--- src/rtl/branch_resolve_if.sv ---
// Issue/resolve bundle between the issue stage, the resolver and the PC/predictor.
// The master drives instruction issue; the slave (resolver) returns redirects and statistics.
interface branch_resolve_if #(
    parameter int CNT_W = 16
);
    logic              br_valid_i;
    logic [31:0]       br_pc_i;
    logic [31:0]       br_inst_i;
    logic              br_pred_i;
    logic [31:0]       rs1_i;
    logic [31:0]       rs2_i;
    logic [2:0]        jump_cause_o;
    logic [31:0]       jump_from_addr_o;
    logic [31:0]       jump_to_addr_o;
    logic [CNT_W-1:0]  branch_cnt_o;
    logic [CNT_W-1:0]  mispred_cnt_o;

    modport master (
        output br_valid_i, br_pc_i, br_inst_i, br_pred_i, rs1_i, rs2_i,
        input  jump_cause_o, jump_from_addr_o, jump_to_addr_o, branch_cnt_o, mispred_cnt_o
    );

    modport slave (
        input  br_valid_i, br_pc_i, br_inst_i, br_pred_i, rs1_i, rs2_i,
        output jump_cause_o, jump_from_addr_o, jump_to_addr_o, branch_cnt_o, mispred_cnt_o
    );
endinterface

--- src/rtl/branch_resolve.sv ---
// Execute-stage branch resolver: captures issued control-flow instructions, computes the
// real outcome against the predictor's guess, pulses a registered redirect to the PC,
// squashes wrong-path issues behind a redirect and keeps saturating statistics.
module branch_resolve #(
    parameter int          SHADOW   = 1,
    parameter int          CNT_W    = 16,
    parameter logic [31:0] TRAP_VEC = 32'h0000_0100
) (
    input  logic            clk,
    input  logic            rst_n,
    input  logic            hold_i,
    input  logic            flush_i,
    branch_resolve_if.slave bus
);

    localparam logic [6:0]       OP_BRANCH   = 7'b1100011;
    localparam logic [6:0]       OP_JAL      = 7'b1101111;
    localparam logic [6:0]       OP_JALR     = 7'b1100111;
    localparam logic [1:0]       SHADOW_INIT = 2'(SHADOW);
    localparam logic [CNT_W-1:0] CNT_ONE     = {{(CNT_W-1){1'b0}}, 1'b1};

    typedef enum logic [2:0] {
        CAUSE_NONE        = 3'd0,
        CAUSE_PRED_NO_BUT = 3'd1,
        CAUSE_PRED_YES_BUT= 3'd2,
        CAUSE_UNCOND      = 3'd3,
        CAUSE_EXCEPTION   = 3'd5
    } cause_e;

    logic              stage_valid_q, stage_valid_d;
    logic [31:0]       stage_pc_q,    stage_pc_d;
    logic [31:0]       stage_inst_q,  stage_inst_d;
    logic              stage_pred_q,  stage_pred_d;
    logic [31:0]       stage_rs1_q,   stage_rs1_d;
    logic [31:0]       stage_rs2_q,   stage_rs2_d;
    logic [1:0]        shadow_q,      shadow_d;
    cause_e            cause_q,       cause_d;
    logic [31:0]       from_q,        from_d;
    logic [31:0]       to_q,          to_d;
    logic [CNT_W-1:0]  branch_cnt_q,  branch_cnt_d;
    logic [CNT_W-1:0]  mispred_cnt_q, mispred_cnt_d;

    logic [6:0]  opcode;
    logic [2:0]  funct3;
    logic [31:0] imm_b;
    logic [31:0] imm_j;
    logic [31:0] imm_i;
    logic        issue_is_cf;
    logic        resolve;
    logic        taken;
    cause_e      res_cause;
    logic [31:0] res_to;
    logic        res_cond;

    assign opcode = stage_inst_q[6:0];
    assign funct3 = stage_inst_q[14:12];
    assign imm_b  = {{19{stage_inst_q[31]}}, stage_inst_q[31], stage_inst_q[7],
                     stage_inst_q[30:25], stage_inst_q[11:8], 1'b0};
    assign imm_j  = {{11{stage_inst_q[31]}}, stage_inst_q[31], stage_inst_q[19:12],
                     stage_inst_q[20], stage_inst_q[30:21], 1'b0};
    assign imm_i  = {{20{stage_inst_q[31]}}, stage_inst_q[31:20]};

    assign issue_is_cf = (bus.br_inst_i[6:0] == OP_BRANCH) ||
                         (bus.br_inst_i[6:0] == OP_JAL)    ||
                         (bus.br_inst_i[6:0] == OP_JALR);
    assign resolve = stage_valid_q & ~hold_i & ~flush_i;

    // Evaluate the staged instruction: real direction, redirect cause and correct next pc.
    always_comb begin
        taken     = 1'b0;
        res_cause = CAUSE_NONE;
        res_to    = stage_pc_q + 32'd4;
        res_cond  = 1'b0;
        case (opcode)
            OP_BRANCH: begin
                case (funct3)
                    3'b000:  taken = (stage_rs1_q == stage_rs2_q);
                    3'b001:  taken = (stage_rs1_q != stage_rs2_q);
                    3'b100:  taken = ($signed(stage_rs1_q) <  $signed(stage_rs2_q));
                    3'b101:  taken = ($signed(stage_rs1_q) >= $signed(stage_rs2_q));
                    3'b110:  taken = (stage_rs1_q <  stage_rs2_q);
                    3'b111:  taken = (stage_rs1_q >= stage_rs2_q);
                    default: taken = 1'b0;
                endcase
                if ((funct3 == 3'b010) || (funct3 == 3'b011)) begin
                    res_cause = CAUSE_EXCEPTION;
                    res_to    = TRAP_VEC;
                end else begin
                    res_cond = 1'b1;
                    if (taken && !stage_pred_q) begin
                        res_cause = CAUSE_PRED_NO_BUT;
                        res_to    = stage_pc_q + imm_b;
                    end else if (!taken && stage_pred_q) begin
                        res_cause = CAUSE_PRED_YES_BUT;
                        res_to    = stage_pc_q + 32'd4;
                    end
                end
            end
            OP_JAL: begin
                res_cause = CAUSE_UNCOND;
                res_to    = stage_pc_q + imm_j;
            end
            OP_JALR: begin
                res_cause = CAUSE_UNCOND;
                res_to    = (stage_rs1_q + imm_i) & ~32'd1;
            end
            default: begin
                res_cause = CAUSE_NONE;
            end
        endcase
    end

    // Next-state for the stage register, shadow window, redirect outputs and counters.
    always_comb begin
        stage_valid_d = stage_valid_q;
        stage_pc_d    = stage_pc_q;
        stage_inst_d  = stage_inst_q;
        stage_pred_d  = stage_pred_q;
        stage_rs1_d   = stage_rs1_q;
        stage_rs2_d   = stage_rs2_q;
        shadow_d      = shadow_q;
        cause_d       = CAUSE_NONE;
        from_d        = from_q;
        to_d          = to_q;
        branch_cnt_d  = branch_cnt_q;
        mispred_cnt_d = mispred_cnt_q;

        if (flush_i) begin
            stage_valid_d = 1'b0;
        end else if (!hold_i) begin
            if (bus.br_valid_i && (shadow_q == 2'd0) && issue_is_cf) begin
                stage_valid_d = 1'b1;
                stage_pc_d    = bus.br_pc_i;
                stage_inst_d  = bus.br_inst_i;
                stage_pred_d  = bus.br_pred_i;
                stage_rs1_d   = bus.rs1_i;
                stage_rs2_d   = bus.rs2_i;
            end else begin
                stage_valid_d = 1'b0;
            end
        end

        if (resolve) begin
            cause_d = res_cause;
            if (res_cause != CAUSE_NONE) begin
                from_d = stage_pc_q;
                to_d   = res_to;
            end
            if (res_cond && (branch_cnt_q != {CNT_W{1'b1}})) begin
                branch_cnt_d = branch_cnt_q + CNT_ONE;
            end
            if (((res_cause == CAUSE_PRED_NO_BUT) || (res_cause == CAUSE_PRED_YES_BUT)) &&
                (mispred_cnt_q != {CNT_W{1'b1}})) begin
                mispred_cnt_d = mispred_cnt_q + CNT_ONE;
            end
        end

        if (flush_i) begin
            shadow_d = 2'd0;
        end else if (resolve && (res_cause != CAUSE_NONE)) begin
            shadow_d = SHADOW_INIT;
        end else if (!hold_i && (shadow_q != 2'd0)) begin
            shadow_d = shadow_q - 2'd1;
        end
    end

    // State and output registers; reset clears every output immediately.
    always_ff @(posedge clk or negedge rst_n) begin
        if (!rst_n) begin
            stage_valid_q <= 1'b0;
            stage_pc_q    <= 32'd0;
            stage_inst_q  <= 32'd0;
            stage_pred_q  <= 1'b0;
            stage_rs1_q   <= 32'd0;
            stage_rs2_q   <= 32'd0;
            shadow_q      <= 2'd0;
            cause_q       <= CAUSE_NONE;
            from_q        <= 32'd0;
            to_q          <= 32'd0;
            branch_cnt_q  <= '0;
            mispred_cnt_q <= '0;
        end else begin
            stage_valid_q <= stage_valid_d;
            stage_pc_q    <= stage_pc_d;
            stage_inst_q  <= stage_inst_d;
            stage_pred_q  <= stage_pred_d;
            stage_rs1_q   <= stage_rs1_d;
            stage_rs2_q   <= stage_rs2_d;
            shadow_q      <= shadow_d;
            cause_q       <= cause_d;
            from_q        <= from_d;
            to_q          <= to_d;
            branch_cnt_q  <= branch_cnt_d;
            mispred_cnt_q <= mispred_cnt_d;
        end
    end

    assign bus.jump_cause_o     = cause_q;
    assign bus.jump_from_addr_o = from_q;
    assign bus.jump_to_addr_o   = to_q;
    assign bus.branch_cnt_o     = branch_cnt_q;
    assign bus.mispred_cnt_o    = mispred_cnt_q;

endmodule

--- src/flat_wrapper.sv ---
// flat-port wrapper written by rule: the top's interface ports become plain ports
module branch_resolve_flat 
#(
    parameter int          SHADOW   = 1,
    parameter int          CNT_W    = 16,
    parameter logic [31:0] TRAP_VEC = 32'h0000_0100
)
  (clk, rst_n, hold_i, flush_i, bus_br_valid_i, bus_br_pc_i, bus_br_inst_i, bus_br_pred_i, bus_rs1_i, bus_rs2_i, bus_jump_cause_o, bus_jump_from_addr_o, bus_jump_to_addr_o, bus_branch_cnt_o, bus_mispred_cnt_o);
  branch_resolve_if #(.CNT_W(CNT_W)) bus_i ();
  input  logic clk;
  input  logic rst_n;
  input  logic hold_i;
  input  logic flush_i;
  input wire logic [$bits(bus_i.br_valid_i)-1:0] bus_br_valid_i;
  input wire logic [$bits(bus_i.br_pc_i)-1:0] bus_br_pc_i;
  input wire logic [$bits(bus_i.br_inst_i)-1:0] bus_br_inst_i;
  input wire logic [$bits(bus_i.br_pred_i)-1:0] bus_br_pred_i;
  input wire logic [$bits(bus_i.rs1_i)-1:0] bus_rs1_i;
  input wire logic [$bits(bus_i.rs2_i)-1:0] bus_rs2_i;
  output wire logic [$bits(bus_i.jump_cause_o)-1:0] bus_jump_cause_o;
  output wire logic [$bits(bus_i.jump_from_addr_o)-1:0] bus_jump_from_addr_o;
  output wire logic [$bits(bus_i.jump_to_addr_o)-1:0] bus_jump_to_addr_o;
  output wire logic [$bits(bus_i.branch_cnt_o)-1:0] bus_branch_cnt_o;
  output wire logic [$bits(bus_i.mispred_cnt_o)-1:0] bus_mispred_cnt_o;
  assign bus_i.br_valid_i = bus_br_valid_i;
  assign bus_i.br_pc_i = bus_br_pc_i;
  assign bus_i.br_inst_i = bus_br_inst_i;
  assign bus_i.br_pred_i = bus_br_pred_i;
  assign bus_i.rs1_i = bus_rs1_i;
  assign bus_i.rs2_i = bus_rs2_i;
  assign bus_jump_cause_o = bus_i.jump_cause_o;
  assign bus_jump_from_addr_o = bus_i.jump_from_addr_o;
  assign bus_jump_to_addr_o = bus_i.jump_to_addr_o;
  assign bus_branch_cnt_o = bus_i.branch_cnt_o;
  assign bus_mispred_cnt_o = bus_i.mispred_cnt_o;
  branch_resolve #(.SHADOW(SHADOW), .CNT_W(CNT_W), .TRAP_VEC(TRAP_VEC)) u_core (.clk(clk), .rst_n(rst_n), .hold_i(hold_i), .flush_i(flush_i), .bus(bus_i));
endmodule
--- config.mk ---
export PLATFORM = sky130hd
export DESIGN_NAME = branch_resolve_flat
export DESIGN_NICKNAME = d
export VERILOG_FILES = /design/src/rtl/branch_resolve_if.sv /design/src/rtl/branch_resolve.sv /design/src/flat_wrapper.sv
export SDC_FILE = /design/constraint.sdc
export NUM_CORES = 1
export LEC_CHECK = 0
export CORE_MARGIN = 1.5
export CORE_UTILIZATION = 35
export DETAILED_ROUTE_END_ITERATION = 16
export GPL_TIMING_DRIVEN = 1
export SYNTH_ARGS = -nofsm -noshare
export SYNTH_HDL_FRONTEND = slang
export SYNTH_SLANG_ARGS = --single-unit
--- constraint.sdc ---
create_clock -name clk -period 6 [get_ports clk]
set_input_delay 1.2 -clock clk [delete_from_list [all_inputs] [get_ports clk]]
set_output_delay 1.2 -clock clk [all_outputs]
set_load 0.01 [all_outputs]
After elaboration in Yosys (flattened, before gate mapping) --
Cells that the tools add are included.
Operators by class: $add $sub $neg 7, magnitude comparators 4, equality and inequality tests 20, multiplexer cells 18, bitwise gates (word level) 4, reduce and logical (&&, ||, !) cells 25
Operators with widths (number):
- adder 32 bit | 3
- one-hot mux 32 bit (3 select lines) | 1
- >= comparator 32 bit | 2
- less-than comparator 32 bit | 2
- two-way mux 32 bit | 2
- == test 7 bit, second input constant | 6
- adder 16 x 1 -> 16 bit, second input constant | 2
- adder 32 x 3 -> 32 bit, second input constant | 1
- == test 32 bit | 1
- inequality test 16 bit, second input constant | 2
- inequality test 32 bit | 1
- == test 3 bit, second input constant | 4
- == test 3 x 2 -> 1 bit, second input constant | 3
- two-way mux 3 bit | 3
- logical AND 1 bit | 8
- two-way mux 2 bit | 4
- == test 3 x 1 -> 1 bit, second input constant | 2
- two-way mux 1 bit | 6
- one-hot mux 1 bit (6 select lines) | 1
- one-hot mux 3 bit (2 select lines) | 1
- AND reduction 2 bit | 3
- nonzero test 3 bit | 2
- logical OR 1 bit | 4
- logical NOT 1 bit | 3
- 9 further kinds | 11
Storage, ports and cells: bits in registers 231, input bits 134, output and inout bits 99, word-level logic and storage cells 90

Logic depth before layout (Yosys ltp) --
word-level depth 13, depth in mapped cells 17, gate-level depth less buffers 13

Worst setup path before layout --
Ideal clock, no wire load.
path kind register to register, start point reg u_core.stage_inst_q[31], end point reg u_core.to_q[30] (netlist: u_core.bus.jump_to_addr_o[30]), library setup time 0.082 ns, arrival time 3.335 ns, required time 5.918 ns, slack 2.583 ns, cell stages (with the launch flop) 13, buffers on the path 0, period minus slack after synthesis 3.417 ns, path through dfrtp_1 ha_1 and3_1 nand3_1 or4_1 nand2_1 a41oi_1 o21ai_0 a31oi_1 a21o_1 a21oi_1 a21oi_1 a31oi_1
Between the ends: longest elaborated chain between the ends 4, elaborated cells between the ends (all ways) 6, those cells by class 3 x add/sub; 3 x mux
Ends and longest elaborated chain:
- from (decl) | line branch_resolve.sv:32 | logic [31:0] stage_inst_q, stage_inst_d;
- from (signal assigned) | line branch_resolve.sv:185 | stage_inst_q <= stage_inst_d;
- adder 32 bit | line branch_resolve.sv:92 | res_to = stage_pc_q + imm_b;
- two-way mux 32 bit | line branch_resolve.sv:90 | if (taken && !stage_pred_q) begin
- two-way mux 32 bit | line branch_resolve.sv:85 | if ((funct3 == 3'b010) || (funct3 == 3'b011)) begin
- one-hot mux 32 bit (3 select lines) * | line branch_resolve.sv:74 | case (opcode)
- to (signal assigned) | line branch_resolve.sv:192 | to_q <= to_d;
- to (decl) | line branch_resolve.sv:39 | logic [31:0] to_q, to_d;
Mark *: on every way between the ends. The rest lies on a longest branch, timed or not. A chain may end at the register's enable or synchronous reset.

Final worst setup path --
start point reg u_core.stage_rs1_q[31], end point reg u_core.to_q[13] (netlist: u_core.bus.jump_to_addr_o[13])
Between the ends: longest elaborated chain between the ends 11, elaborated cells between the ends (all ways) 20, those cells by class 4 x order compare; 2 x eq/ne; 9 x mux; 5 x reduce/logical
Ends and longest elaborated chain:
- from (decl) | line branch_resolve.sv:34 | logic [31:0] stage_rs1_q, stage_rs1_d;
- from (signal assigned) | line branch_resolve.sv:187 | stage_rs1_q <= stage_rs1_d;
- >= comparator 32 bit (tied with other cells) | line branch_resolve.sv:82 | 3'b111: taken = (stage_rs1_q >= stage_rs2_q);
- one-hot mux 1 bit (6 select lines) * | line branch_resolve.sv:76 | case (funct3)
- two-way mux 1 bit * | line branch_resolve.sv:74
- logical NOT 1 bit | line branch_resolve.sv:93 | end else if (!taken && stage_pred_q) begin
- logical AND 1 bit | line branch_resolve.sv:93
- two-way mux 2 bit | line branch_resolve.sv:93
- two-way mux 3 bit | line branch_resolve.sv:90
- two-way mux 3 bit | line branch_resolve.sv:85
- one-hot mux 3 bit (2 select lines) | line branch_resolve.sv:74
- nonzero test 3 bit | line branch_resolve.sv:145 | if (res_cause != CAUSE_NONE) begin
- AND reduction 2 bit (no source line)
Mark *: on every way between the ends. The rest lies on a longest branch, timed or not. The select of a mux whose other input is x is not followed.

==> impl_metrics.csv <==
group,metric,value,unit
worst_hold_path,holdCritStartpoint,"u_core.bus.jump_from_addr_o[24]",
synthesis,postSynth.asyncResetShare,100.0,%
layout,final_core_util,44.46,%
critical_path,endpoint_kind,"register",
critical_path,worstSetupStartpointType,"register",
critical_path,path_max_fanout,36,
synthesis,synth.net_count,1892,
clock_network,cts_tree,"yes",
timing,rsz0062_at_grt,"false",
synthesis,synth_cell_types,68,
route,m1WireLength,20.59,mm
clock_network,clk_path_buf_depth,3,
layout,areaGrowthSynthToFinish,25.23,%
worst_hold_path,holdCritPathClass,"register to register",
layout,regArea,0.005781,mm^2
placed_design,post-dp-hpwl,34.96,mm
critical_path,cp_slowest_cell,"o21ai_4",
grt,grt_pass1_vias,12890,
grt,grt_use_total,20.85,%
route,final_antenna_net_count,0,
synthesis,syn_inst,1646,
layout,fillers,4102,
route,wl_per_cell,19.04,um
layout,diodes,0,
clock_network,htreeDepth,1,
grt,grt_pass1_wl,71.98,mm
synthesis,synth_flop_cell,"dfrtp_1",
floorplanning,rows,75,
power,power,4.091,mW
clock_network,post_cts_resized,0,
timing,fin_skew,0.02186,ns
synthesis,ys_ff_latch,231,
placed_design,port_buffers,232,
floorplanning,initial_core_util,35.50,%
clock_network,hold_buffers,0,
timing,min_period,4.485,ns
timing,maxSlewViolCount,0,
grt,grt_max_degree,98,
outcome,outcome,"complete, no violations",
power,p_per_area,219.4,mW/mm^2
clock_network,clk_pin_slew,0.06,ns
synthesis,ys_seq_area_share,38.82,%
power,ir_worst_vdd,0.0002203,V
route,dr.pass1.iters,6,
critical_path,worstSetupStartpoint,"u_core.stage_rs1_q[31]",
clock_network,post-cts-setup-buffers,0,
grt,gr-total-overflow,0,
run,maxCapViolCount,0,
floorplanning,dieArea,0.04379,mm^2
floorplanning,die_w,209.3,um
route,dr_wl_met3,2.246,mm
synthesis,synth_enable_flop_cells,0,
route,totalWireLength,45.97,mm
route,viasPerCell,5.304,
timing,hold_violations,0,
critical_path,path_common_cell,"buf_4",
synthesis,yosysWarnings,0,
floorplanning,ios,233,
clock_network,clock_latency,0.56,ns
layout,fin_nets,2102,
power,p_leak,8.857,nW
layout,multi_input_area,0.008615,mm^2
timing,max_freq,223.0,MHz
clock_network,cts_sinks,231,
route,highest_layer,"met5",
critical_path,cp.arrival,4.96,ns
grt,antenna_found_initial,1,
synthesis,postSynthAreaPerCell,9.047,um^2
layout,drive_above_1_share,9.653,%
critical_path,critPathKind,"register to register",
timing,setup_viol,0,
route,drc,0,
critical_path,critPathMaxStageDelay,0.64,ns
floorplanning,fp.dieH,209.3,um
critical_path,path_cells,"ha_1 -> nand4_2 -> nor4_1 -> nand3_1 -> and3_1 -> a211oi_2 -> nand4bb_1 -> buf_4 -> a21o_1 -> o21ai_4 -> buf_4 -> nor2_1 -> a21oi_1",
clock_network,clockRootBuffer,"clkbuf_16",
floorplanning,coreArea,0.04195,mm^2
timing,worst_pin_slew,1.067,ns
timing,tns,0,ns
route,vias,12800,
critical_path,r2r-start,"u_core.stage_rs1_q[31]",
synthesis,synth_area,0.01489,mm^2
timing,finalCritPeriodShare,74.75,%
route,drtIter0Drc,759,
placed_design,gp_congestion,0.8964,
critical_path,cp.required,6.47,ns
clock_network,numCtsBuffers,28,
timing,slew_headroom,28.62,%
route,wl_met2,22.10,mm
-- per-stage QoR --
stage	hold WS, ns	setup WS [ns]	cell area (um^2)	cells
finish	0.4663	1.515	18650	2414
CTS	0.4681	1.507	18650	2414
global route	0.4937	1.095	18650	2414
detailed placement	0.4556	1.545	17750	2365
floorplan	0.4394	2.583	14890	1646
global placement	0.4512	1.666	17750	2365
-- final timing paths --
kind	endpoint	cells after the start	slack, ns
worst max-delay path	u_core.bus.jump_to_addr_o[13]	13	1.52
max in group asynchronous	u_core.bus.jump_from_addr_o[6]	2	4.10
min in group asynchronous	u_core.bus.branch_cnt_o[10]	1	0.60
worst min register to register	u_core.bus.jump_from_addr_o[24]	2	0.47
worst max register to register	u_core.bus.jump_to_addr_o[13]	13	1.52
worst min-delay path	u_core.bus.jump_from_addr_o[24]	2	0.47
-- kinds of logic (layout without fill, tap and decap cells) --
kind of cell,after synthesis,in the layout,share of synthesized area (%)
adders and majority gates,112,112,9.561
and+or+nand+nor,524,524,16.09
xor gates and xnor gates,135,135,7.940
buffers and inverters,128,357,3.403
muxes,94,94,7.100
AOI/OAI and AO/OA,422,422,17.09
DFF,231,231,38.82
-- report_power, final --
part	switching, mW	total, mW	internal, mW	leakage, nW
combinational	0.385	0.700	0.315	5.37
clock	0.686	1.67	0.982	0.443
sequential	0.0861	1.72	1.64	3.04
total	1.16	4.09	2.93	8.86
-- registers in the layout (all words and copies together) (netlist names) --
| name | cells |
|---|---|
| u_core.bus.jump_from_addr_o | 32 |
| u_core.bus.jump_to_addr_o | 32 |
| u_core.stage_inst_q | 32 |
| u_core.stage_pc_q | 32 |
| u_core.stage_rs1_q | 32 |
| u_core.stage_rs2_q | 32 |
| u_core.bus.branch_cnt_o | 16 |
| u_core.bus.mispred_cnt_o | 16 |
| u_core.bus.jump_cause_o | 3 |
| u_core.shadow_q | 2 |
| u_core.stage_pred_q | 1 |
| u_core.stage_valid_q | 1 |
-- cell usage after synthesis, drive strengths merged, types with 12 or more instances --
| library cell | number | share of area (%) |
|---|---|---|
| a21o | 35 | 1.8 |
| a31oi | 22 | 0.92 |
| xnor2 | 77 | 4.5 |
| buf | 19 | 0.66 |
| xor2 | 58 | 3.4 |
| nand3 | 28 | 0.94 |
| nor2 | 117 | 2.9 |
| inv | 61 | 1.5 |
| nor2b | 13 | 0.56 |
| a21oi | 156 | 5.2 |
| o21ai | 118 | 4.0 |
| or2 | 14 | 0.59 |
| nand4 | 31 | 1.3 |
| dfrtp | 231 | 39 |
| clkbuf | 48 | 1.2 |
| nor3 | 17 | 0.60 |
| a211oi | 12 | 0.72 |
| and3 | 23 | 0.97 |
| nand2 | 244 | 6.2 |
| ha | 109 | 9.2 |
| mux2 | 93 | 7.0 |
-- critical path, delay by kind of cell (launching register included) --
kind	cells	cell delay, ns
AOI/OAI and AO/OA	4	1.42
and+or+nand+nor	6	1.35
buffers and inverters	2	0.75
adders and majority gates	1	0.43
DFF	1	0.40
-- layout by cell type, fill, tap and decap left out, drive strengths merged, types with 4 or more instances in the layout --
cell	instances
o21bai	11
and4	4
clkinv	6
nor3	17
nand4	31
and3	23
o22ai	7
a31oi	22
ha	109
nand2	244
a222oi	4
nor2	117
nand3	28
clkbuf	41
o211ai	6
xor2	58
clkdlybuf4s50	231
mux2	93
a221oi	10
o21ai	118
a21oi	156
dfrtp	231
inv	61
a211oi	12
a21o	35
nor2b	13
nand2b	11
or2	14
buf	16
nor4	7
o31ai	6
o21a	6
xnor2	77
-- per-layer routing --
layer,up-vias,global-route usage (%)
li1,6261,-
met1,6137,27.65
met2,338,36.00
met3,65,2.604
met4,2,5.247
met5,-,0
-- layout make-up --
| cell class | instances | area share, % |
|---|---|---|
| inverter | 61 | 1.228 |
| tap | 539 | 3.616 |
| clock buffer | 41 | 4.395 |
| clock inverter | 8 | 0.4227 |
| sequential | 231 | 31.00 |
| multi-input combinational | 1287 | 46.19 |
| timing repair buffer | 247 | 13.15 |
Power figures use the tool's default switching activity.
